--- src/rtl/axil_buffer_pkg.sv ---
// axil_buffer_pkg: shared helpers for the AXI4-lite buffer.
//   ptr_width()    - FIFO pointer width for a given depth (one extra wrap bit)
//   ax_payload_w() - AW/AR payload width {addr, prot}
//   w_payload_w()  - W payload width {data, strb}
//   r_payload_w()  - R payload width {data, resp}
//   B_PAYLOAD_W    - B payload width {resp}
package axil_buffer_pkg;

  localparam int PROT_W      = 3;
  localparam int RESP_W      = 2;
  localparam int B_PAYLOAD_W = RESP_W;

  function automatic int ptr_width(input int depth);
    return $clog2(depth) + 1;
  endfunction

  function automatic int ax_payload_w(input int addr_w);
    return addr_w + PROT_W;
  endfunction

  function automatic int w_payload_w(input int data_w, input int strb_w);
    return data_w + strb_w;
  endfunction

  function automatic int r_payload_w(input int data_w);
    return data_w + RESP_W;
  endfunction

endpackage

--- src/rtl/axil_buffer_fifo.sv ---
// axil_buffer_fifo: single-clock FIFO with registered ready, valid and data.
//   clk, rst             - rising-edge clock, synchronous active-high reset
//   in_valid/in_ready    - push handshake (in_ready = !full, registered)
//   in_data [WIDTH]      - push payload
//   out_valid/out_ready  - pop handshake (out_valid = !empty, registered)
//   out_data [WIDTH]     - head entry, held in a register
module axil_buffer_fifo
  import axil_buffer_pkg::*;
#(
  parameter int WIDTH = 8,
  parameter int DEPTH = 4
) (
  input  logic             clk,
  input  logic             rst,
  input  logic             in_valid,
  output logic             in_ready,
  input  logic [WIDTH-1:0] in_data,
  output logic             out_valid,
  input  logic             out_ready,
  output logic [WIDTH-1:0] out_data
);

  localparam int PW = ptr_width(DEPTH);
  localparam int IW = PW - 1;

  if (DEPTH < 2 || (DEPTH & (DEPTH - 1)) != 0) begin : g_bad_depth
    $error("axil_buffer_fifo: DEPTH must be a power of two >= 2");
  end

  logic [PW-1:0]    wr_ptr_q, wr_ptr_d, rd_ptr_q, rd_ptr_d;
  logic             in_ready_q, in_ready_d, out_valid_q, out_valid_d;
  logic [WIDTH-1:0] out_data_q, out_data_d;
  logic [WIDTH-1:0] mem_q [DEPTH];
  logic             push, pop, full_d;

  assign push      = in_valid & in_ready_q;
  assign pop       = out_valid_q & out_ready;
  assign in_ready  = in_ready_q;
  assign out_valid = out_valid_q;
  assign out_data  = out_data_q;

  // Next pointers, flags and head register.
  always_comb begin
    wr_ptr_d    = wr_ptr_q + PW'(push);
    rd_ptr_d    = rd_ptr_q + PW'(pop);
    full_d      = (wr_ptr_d[PW-1] != rd_ptr_d[PW-1]) &&
                  (wr_ptr_d[IW-1:0] == rd_ptr_d[IW-1:0]);
    in_ready_d  = !full_d;
    out_valid_d = (wr_ptr_d != rd_ptr_d);
    // The slot being written can only be the next head when the FIFO is
    // (becoming) empty apart from this push; forward the input in that case.
    if (push && (wr_ptr_q[IW-1:0] == rd_ptr_d[IW-1:0])) begin
      out_data_d = in_data;
    end else begin
      out_data_d = mem_q[rd_ptr_d[IW-1:0]];
    end
  end

  // Pointer, flag and head registers.
  always_ff @(posedge clk) begin
    if (rst) begin
      wr_ptr_q    <= '0;
      rd_ptr_q    <= '0;
      in_ready_q  <= 1'b0;
      out_valid_q <= 1'b0;
    end else begin
      wr_ptr_q    <= wr_ptr_d;
      rd_ptr_q    <= rd_ptr_d;
      in_ready_q  <= in_ready_d;
      out_valid_q <= out_valid_d;
    end
    out_data_q <= out_data_d;
  end

  // Storage array write port.
  always_ff @(posedge clk) begin
    if (push) begin
      mem_q[wr_ptr_q[IW-1:0]] <= in_data;
    end
  end

endmodule

--- src/rtl/axil_buffer.sv ---
// axil_buffer: AXI4-lite buffer with an independent FIFO on each channel.
//   clk, rst   - rising-edge clock, synchronous active-high reset
//   s_axil_*   - slave port (connects to the upstream master)
//   m_axil_*   - master port (connects to the downstream slave)
// Optional macro AXIL_BUFFER_RESP_RESERVE_EN: limits outstanding writes/reads
// to the B/R buffering so that m_axil_bready/m_axil_rready never drop.
module axil_buffer
  import axil_buffer_pkg::*;
#(
  parameter int DATA_WIDTH = 32,
  parameter int ADDR_WIDTH = 32,
  parameter int STRB_WIDTH = DATA_WIDTH / 8,
  parameter int AW_DEPTH   = 4,
  parameter int W_DEPTH    = 4,
  parameter int B_DEPTH    = 4,
  parameter int AR_DEPTH   = 4,
  parameter int R_DEPTH    = 4
) (
  input  logic                  clk,
  input  logic                  rst,
  input  logic [ADDR_WIDTH-1:0] s_axil_awaddr,
  input  logic [2:0]            s_axil_awprot,
  input  logic                  s_axil_awvalid,
  output logic                  s_axil_awready,
  input  logic [DATA_WIDTH-1:0] s_axil_wdata,
  input  logic [STRB_WIDTH-1:0] s_axil_wstrb,
  input  logic                  s_axil_wvalid,
  output logic                  s_axil_wready,
  output logic [1:0]            s_axil_bresp,
  output logic                  s_axil_bvalid,
  input  logic                  s_axil_bready,
  input  logic [ADDR_WIDTH-1:0] s_axil_araddr,
  input  logic [2:0]            s_axil_arprot,
  input  logic                  s_axil_arvalid,
  output logic                  s_axil_arready,
  output logic [DATA_WIDTH-1:0] s_axil_rdata,
  output logic [1:0]            s_axil_rresp,
  output logic                  s_axil_rvalid,
  input  logic                  s_axil_rready,
  output logic [ADDR_WIDTH-1:0] m_axil_awaddr,
  output logic [2:0]            m_axil_awprot,
  output logic                  m_axil_awvalid,
  input  logic                  m_axil_awready,
  output logic [DATA_WIDTH-1:0] m_axil_wdata,
  output logic [STRB_WIDTH-1:0] m_axil_wstrb,
  output logic                  m_axil_wvalid,
  input  logic                  m_axil_wready,
  input  logic [1:0]            m_axil_bresp,
  input  logic                  m_axil_bvalid,
  output logic                  m_axil_bready,
  output logic [ADDR_WIDTH-1:0] m_axil_araddr,
  output logic [2:0]            m_axil_arprot,
  output logic                  m_axil_arvalid,
  input  logic                  m_axil_arready,
  input  logic [DATA_WIDTH-1:0] m_axil_rdata,
  input  logic [1:0]            m_axil_rresp,
  input  logic                  m_axil_rvalid,
  output logic                  m_axil_rready
);

  localparam int AXW = ax_payload_w(ADDR_WIDTH);
  localparam int WW  = w_payload_w(DATA_WIDTH, STRB_WIDTH);
  localparam int RW  = r_payload_w(DATA_WIDTH);

  logic aw_in_valid, aw_fifo_ready, ar_in_valid, ar_fifo_ready;
  logic b_fifo_ready, r_fifo_ready;

`ifdef AXIL_BUFFER_RESP_RESERVE_EN
  localparam int WCW = ptr_width(B_DEPTH);
  localparam int RCW = ptr_width(R_DEPTH);

  logic [WCW-1:0] wr_out_q, wr_out_d;
  logic [RCW-1:0] rd_out_q, rd_out_d;
  logic           run_q, run_d;
  logic           wr_room, rd_room, aw_hs, b_hs, ar_hs, r_hs;

  assign wr_room = (wr_out_q < WCW'(B_DEPTH));
  assign rd_room = (rd_out_q < RCW'(R_DEPTH));
  assign aw_hs   = s_axil_awvalid & s_axil_awready;
  assign b_hs    = s_axil_bvalid & s_axil_bready;
  assign ar_hs   = s_axil_arvalid & s_axil_arready;
  assign r_hs    = s_axil_rvalid & s_axil_rready;

  // Outstanding-transaction counters; simultaneous inc and dec cancel.
  always_comb begin
    run_d = 1'b1;
    if (aw_hs && !b_hs) begin
      wr_out_d = wr_out_q + WCW'(1);
    end else if (!aw_hs && b_hs) begin
      wr_out_d = wr_out_q - WCW'(1);
    end else begin
      wr_out_d = wr_out_q;
    end
    if (ar_hs && !r_hs) begin
      rd_out_d = rd_out_q + RCW'(1);
    end else if (!ar_hs && r_hs) begin
      rd_out_d = rd_out_q - RCW'(1);
    end else begin
      rd_out_d = rd_out_q;
    end
  end

  // Counter and run-flag registers.
  always_ff @(posedge clk) begin
    if (rst) begin
      wr_out_q <= '0;
      rd_out_q <= '0;
      run_q    <= 1'b0;
    end else begin
      wr_out_q <= wr_out_d;
      rd_out_q <= rd_out_d;
      run_q    <= run_d;
    end
  end

  assign s_axil_awready = aw_fifo_ready & wr_room;
  assign aw_in_valid    = s_axil_awvalid & wr_room;
  assign s_axil_arready = ar_fifo_ready & rd_room;
  assign ar_in_valid    = s_axil_arvalid & rd_room;
  // Room for every outstanding response is reserved, so the response FIFOs
  // can never be full when the slave answers; ready only drops in reset.
  assign m_axil_bready  = run_q;
  assign m_axil_rready  = run_q;
`else
  assign s_axil_awready = aw_fifo_ready;
  assign aw_in_valid    = s_axil_awvalid;
  assign s_axil_arready = ar_fifo_ready;
  assign ar_in_valid    = s_axil_arvalid;
  assign m_axil_bready  = b_fifo_ready;
  assign m_axil_rready  = r_fifo_ready;
`endif

  axil_buffer_fifo #(.WIDTH(AXW), .DEPTH(AW_DEPTH)) u_aw_fifo (
    .clk(clk), .rst(rst),
    .in_valid(aw_in_valid), .in_ready(aw_fifo_ready),
    .in_data({s_axil_awaddr, s_axil_awprot}),
    .out_valid(m_axil_awvalid), .out_ready(m_axil_awready),
    .out_data({m_axil_awaddr, m_axil_awprot})
  );

  axil_buffer_fifo #(.WIDTH(WW), .DEPTH(W_DEPTH)) u_w_fifo (
    .clk(clk), .rst(rst),
    .in_valid(s_axil_wvalid), .in_ready(s_axil_wready),
    .in_data({s_axil_wdata, s_axil_wstrb}),
    .out_valid(m_axil_wvalid), .out_ready(m_axil_wready),
    .out_data({m_axil_wdata, m_axil_wstrb})
  );

  axil_buffer_fifo #(.WIDTH(B_PAYLOAD_W), .DEPTH(B_DEPTH)) u_b_fifo (
    .clk(clk), .rst(rst),
    .in_valid(m_axil_bvalid), .in_ready(b_fifo_ready),
    .in_data(m_axil_bresp),
    .out_valid(s_axil_bvalid), .out_ready(s_axil_bready),
    .out_data(s_axil_bresp)
  );

  axil_buffer_fifo #(.WIDTH(AXW), .DEPTH(AR_DEPTH)) u_ar_fifo (
    .clk(clk), .rst(rst),
    .in_valid(ar_in_valid), .in_ready(ar_fifo_ready),
    .in_data({s_axil_araddr, s_axil_arprot}),
    .out_valid(m_axil_arvalid), .out_ready(m_axil_arready),
    .out_data({m_axil_araddr, m_axil_arprot})
  );

  axil_buffer_fifo #(.WIDTH(RW), .DEPTH(R_DEPTH)) u_r_fifo (
    .clk(clk), .rst(rst),
    .in_valid(m_axil_rvalid), .in_ready(r_fifo_ready),
    .in_data({m_axil_rdata, m_axil_rresp}),
    .out_valid(s_axil_rvalid), .out_ready(s_axil_rready),
    .out_data({s_axil_rdata, s_axil_rresp})
  );

endmodule
--- config.mk ---
export PLATFORM = sky130hd
export DESIGN_NAME = axil_buffer
export DESIGN_NICKNAME = d
export VERILOG_FILES = /design/src/rtl/axil_buffer_pkg.sv /design/src/rtl/axil_buffer_fifo.sv /design/src/rtl/axil_buffer.sv
export SDC_FILE = /design/constraint.sdc
export NUM_CORES = 1
export LEC_CHECK = 0
export BUFFER_PORTS_ARGS = -buffer_cell sky130_fd_sc_hd__buf_2
export CAP_MARGIN = 30
export CORE_MARGIN = 5
export CORE_UTILIZATION = 51
export DETAILED_ROUTE_END_ITERATION = 10
export PLACE_DENSITY = 0.75
export SLEW_MARGIN = 20
export SYNTH_ARGS = -nofsm -noshare
export SYNTH_HDL_FRONTEND = slang
export SYNTH_SLANG_ARGS = --single-unit
--- constraint.sdc ---
create_clock -name clk -period 4.15 [get_ports clk]
set_input_delay 0.83 -clock clk [delete_from_list [all_inputs] [get_ports clk]]
set_output_delay 0.83 -clock clk [all_outputs]
set_load 0.005 [all_outputs]
# == Yosys cells after proc, flatten, opt, wreduce, memory -nomap -nowiden ==
# Memories as Yosys holds them, arrays and structs flattened. A register that Yosys moved wholly into a read port is not among the register bits.
# Cells that the tools add are included.
# word_totals
latch_bits,0
register_bits,40
ram_bits,568
rom_bits,0
memories,5
output_inout_bits,152
# mem_list
memory,words,width,read_ports,rd_ports_with_merged_regs,wr,line_no,rtl
u_w_fifo.mem_q,4,36,1,1,1,axil_buffer_fifo.sv:33,logic [WIDTH-1:0] mem_q [DEPTH];
u_ar_fifo.mem_q,4,35,1,1,1,axil_buffer_fifo.sv:33,
u_aw_fifo.mem_q,4,35,1,1,1,axil_buffer_fifo.sv:33,
u_r_fifo.mem_q,4,34,1,1,1,axil_buffer_fifo.sv:33,
u_b_fifo.mem_q,4,2,1,1,1,axil_buffer_fifo.sv:33,
# op_classes
n_shift,0
magnitude_cmp,0
div_mod_pow,0
multipliers,0
eq_ne,15
n_addsub,10
n_mux,10
bitwise_logic,10
n_reduce_logical,10
# ops
op,n
$add 3x1->3,10
$ne 3x3->1,5
$and 1x1->1,10
$eq 2x2->1,5
$mux 1,10
$logic_and 1x1->1,5
$logic_not 1->1,5
$ne 1x1->1,5

# == Longest topological paths before layout ==
# logic_depth
word_depth,5
mapped_depth,7
mapped_depth_nobuf,7

# == By module ==
# From an unflattened synthesis, not the netlist that was laid out.
# unflattened
cells_unflattened,922
area_unflattened_um2,22633.0
# by_module_without_submodules
module,instances,area_each_um2,cells_each,seq_area_each_um2
axil_buffer_fifo (u_ar_fifo ...),2,5490.3,219,4404.2
axil_buffer_fifo (u_w_fifo),1,5636.7,224,4524.3
axil_buffer_fifo (u_r_fifo),1,5342.6,214,4284.1
axil_buffer_fifo (u_b_fifo),1,673.1,46,440.4

# == Worst setup path after synthesis ==
# OpenSTA, ideal clock, no wires.
# synth_path
path_kind,input port to flip-flop
startpoint,input port s_axil_wvalid
endpoint,"memory u_w_fifo.mem_q[2][0] (netlist name), enable pin"
t_arrival_ns,3.615
path_buffers,0
path_slack_ns,0.054
setup_ns,0.482
path_stages,2
required_time_ns,3.668
cell_sequence,nand2_1 -> nor3b_1
# synth_between
elab_chain_len,3
# synth_lines
item,line_no,rtl
start: declaration,axil_buffer.sv:27,"input logic s_axil_wvalid,"
$and 1x1->1,axil_buffer_fifo.sv:36,assign push = in_valid & in_ready_q;
$mux 1,axil_buffer_fifo.sv:77,if (push) begin
$mux 1 (not written as such),axil_buffer_fifo.sv:78,mem_q[wr_ptr_q[IW-1:0]] <= in_data;
end: declaration,axil_buffer_fifo.sv:33,
# No other way between the ends.

==> out/results.txt <==
Status -> finished clean
CP delay by family, top -> flip-flops
Crit path kind -> reg2out
Distinct cells, synth -> 22
I/O Pins -> 306
Clock Skews -> 0.0133 ns
CP Cell Sequence -> buf_4 > mux4_2 > buf_2
CP Buf/Inv Count -> 2
Placer congestion estimate -> 0.752
IO buf count -> 305
DR vias -> 10200
Die ar. -> 0.0486 mm²
Chip width -> 221 µm
Placed cell count -> 1811
Per-cell routed wire length -> 21.4 µm
Hold Buf Count CTS -> 0
Fillers -> 3076
CP Launch Type -> flip-flop
Final hold vios -> 0
Setup Viol. Count Final -> 0
Number of gates resized after CTS -> 0
Worst min path class -> in2reg
Sequential cell area fraction in the yosys report -> 0.799
Total grt overflow -> 0
Gr usage total -> 0.169
Crit path time final -> 3.37 ns
Post-DP HPWL -> 26000 µm
Place WS -> 1.33 ns
Finished Core Util -> 0.608
Avg Inst Size Synth -> 24.5 µm²
Seq cells post-synth -> 618
Final worst setup slack -> 0.780 ns
Cells after Synth -> 922
Clk slew on worst S/H paths -> 0.06 ns
First-pass GRT wire length -> 62000 µm
Starting Density -> 0.513
Ys Warns -> 0
Slowest stage cell, crit path -> dfxtp_2
Setup Fix Bufs, Post-CTS -> 0
Period Utilization, post-route -> 0.812
DRC viols -> 0
Max-Cap Viols -> 0
CTS Buffer Depth -> 3
Routed vias/inst -> 5.31
Number of global-route vias before repair -> 10900
Clock Sinks -> 618
Final Cell Area -> 0.0268 mm²
Crit Path Max Fanout -> 19
Largest net degree at the start of global routing -> 37
Hold WS -> 0.444 ns
Unrepaired setup endpoints after global routing -> false
TritonCTS clock tree -> done
Die H -> 221 µm
Leakage -> 9.24 nW
Slew @ Worst Pin -> 0.934 ns
Crit end category -> primary output
Pins Over Slew Limit -> 0
Data arrival, critical path -> 2.54 ns
Root buffer cell -> clkbuf_16
PD cells -> 524 mW/mm²
Mapped Nets -> 1096
Initial antenna violation count -> 4
Row cnt -> 77
Post-layout net count -> 1454
Antenna Nets Post-Route -> 0
Htree depth -> 2
PnR Total Power -> 14.0 mW
Maximum VDD drop -> 0.367 mV
Delay of the slowest critical-path stage -> 0.78 ns
DR pass1 iterations -> 4
FMAX -> 297 MHz
Mapped cell area -> 0.0226 mm²
DRT iter0 DRCs -> 744
Layout overhead on the synthesized area -> 18.5%
Cts bufs inserted -> 58
Share of cells above drive strength 1 -> 0.429
Core area -> 0.0440 mm²
Slew HR -> 0.377
Placed cell area -> 0.0248 mm²
CP required -> 3.32 ns
Setup TNS -> 0 ns
WL final -> 41200 µm
Fin cells -> 1923
Clk_lat worst skew -> 0.59 ns
[worst paths after layout]
check | startpoint | endpoint | slack (ns) | cells past startpoint
max | flip-flop | m_axil_awaddr[13] | 0.78 | 3
min reg2reg | u_ar_fifo.rd_ptr_q[1] | flip-flop | 0.51 | 1
min | s_axil_araddr[6] | u_ar_fifo.mem_q[2][9] | 0.44 | 1
max reg2reg | u_r_fifo.in_ready | u_r_fifo.mem_q[3][20] | 2.36 | 3
[cell type report]
class                           instances  area, µm²  area share
Sequential cell                       618      18100       0.674
Multi-Input combinational cell        262       4210       0.157
Clock buffer                           72       1570      0.0585
Clock inverter                         36        400      0.0149
Tap cell                              592        741      0.0277
Timing Repair Buffer                  334       1780      0.0663
Antenna cell                            3       7.51    0.000280
Inverter                                6       22.5    0.000841
[synthesized netlist by cell type, drive strengths merged]
library cell	instances	area, µm²
mux4	142	3240
inv	6	22.5
and3	5	31.3
and2	5	31.3
nor3b	10	75.1
o31a	5	43.8
xor2	10	87.6
buf	28	345
edfxtp	568	17100
nor2b	20	125
ha	20	250
clkbuf	8	35.0
nand2	5	18.8
xnor2	15	131
nor3	5	25.0
dfxtp	50	1000
nor2	15	56.3
a21oi	5	25.0
[placed cells by master, fill, tap and decap left out]
cell / netlist / routed
clkbuf_16: 0 / 61
clkinv_2: 0 / 13
nor3b_2: 0 / 8
nor3_1: 5 / 1
nand2_1: 5 / 5
dfxtp_2: 0 / 5
and2_1: 5 / 5
nor3_2: 0 / 4
inv_1: 6 / 6
dfxtp_1: 50 / 45
o31a_1: 5 / 5
a21oi_1: 5 / 5
buf_2: 12 / 305
mux4_1: 12 / 12
clkinv_1: 0 / 11
nor3b_1: 10 / 2
diode_2: 0 / 3
ha_1: 20 / 20
clkbuf_1: 4 / 11
mux4_2: 130 / 130
clkinvlp_4: 0 / 2
buf_4: 0 / 27
and3_1: 5 / 2
buf_16: 0 / 1
edfxtp_1: 568 / 568
nor2b_1: 20 / 20
xnor2_1: 15 / 15
and3_2: 0 / 3
xor2_1: 10 / 10
clkinv_4: 0 / 1
bufinv_16: 0 / 9
buf_12: 12 / 1
nor2_1: 15 / 15
[worst register-to-register path: stages (launching register included)]
cell and delay (ns):
dfxtp_1 0.37, nand2_1 0.16, inv_1 0.12, and3_2 0.76
[cell families (layout without fill, tap and decap cells)]
logic type / count (synthesis) / count (layout) / synth area share
AOI/OAI and AO/OA: 10 / 10 / 0.00304
DFF: 618 / 618 / 0.799
other: 0 / 3 / 0
adders and majority gates: 20 / 20 / 0.0111
xor gates and xnor gates: 25 / 25 / 0.00969
buffers and inverters: 42 / 448 / 0.0178
muxes: 142 / 142 / 0.143
and+or+nand+nor: 65 / 65 / 0.0161
[where the power goes]
group | switching [mW] | total (mW) | internal [mW]
Combinational | 0.669 | 1.54 | 0.870
Clock | 2.15 | 5.38 | 3.23
Sequential | 0.151 | 7.13 | 6.98
[registers in the layout, indices dropped and copies added (netlist names), 3 cells and up, named ones only]
| signal | flops |
|---|---|
| u_w_fifo.mem_q | 144 |
| u_ar_fifo.mem_q | 140 |
| u_aw_fifo.mem_q | 140 |
| u_r_fifo.mem_q | 136 |
| u_b_fifo.mem_q | 8 |
| u_ar_fifo.rd_ptr_q | 3 |
| u_ar_fifo.wr_ptr_q | 3 |
| u_aw_fifo.rd_ptr_q | 3 |
| u_aw_fifo.wr_ptr_q | 3 |
| u_b_fifo.rd_ptr_q | 3 |
| u_b_fifo.wr_ptr_q | 3 |
| u_r_fifo.rd_ptr_q | 3 |
| u_r_fifo.wr_ptr_q | 3 |
| u_w_fifo.rd_ptr_q | 3 |
| u_w_fifo.wr_ptr_q | 3 |
[layer usage]
layer | GRT usage | routed length [µm] | vias to the layer above
li1 | - | - | 4591
met1 | 0.215 | 16200 | 5256
met4 | 0.0422 | 774 | 6
met3 | 0.0475 | 2820 | 64
met5 | 0 | 34 | -
met2 | 0.290 | 21400 | 295
No activity file was read; power rests on OpenSTA's default activity.
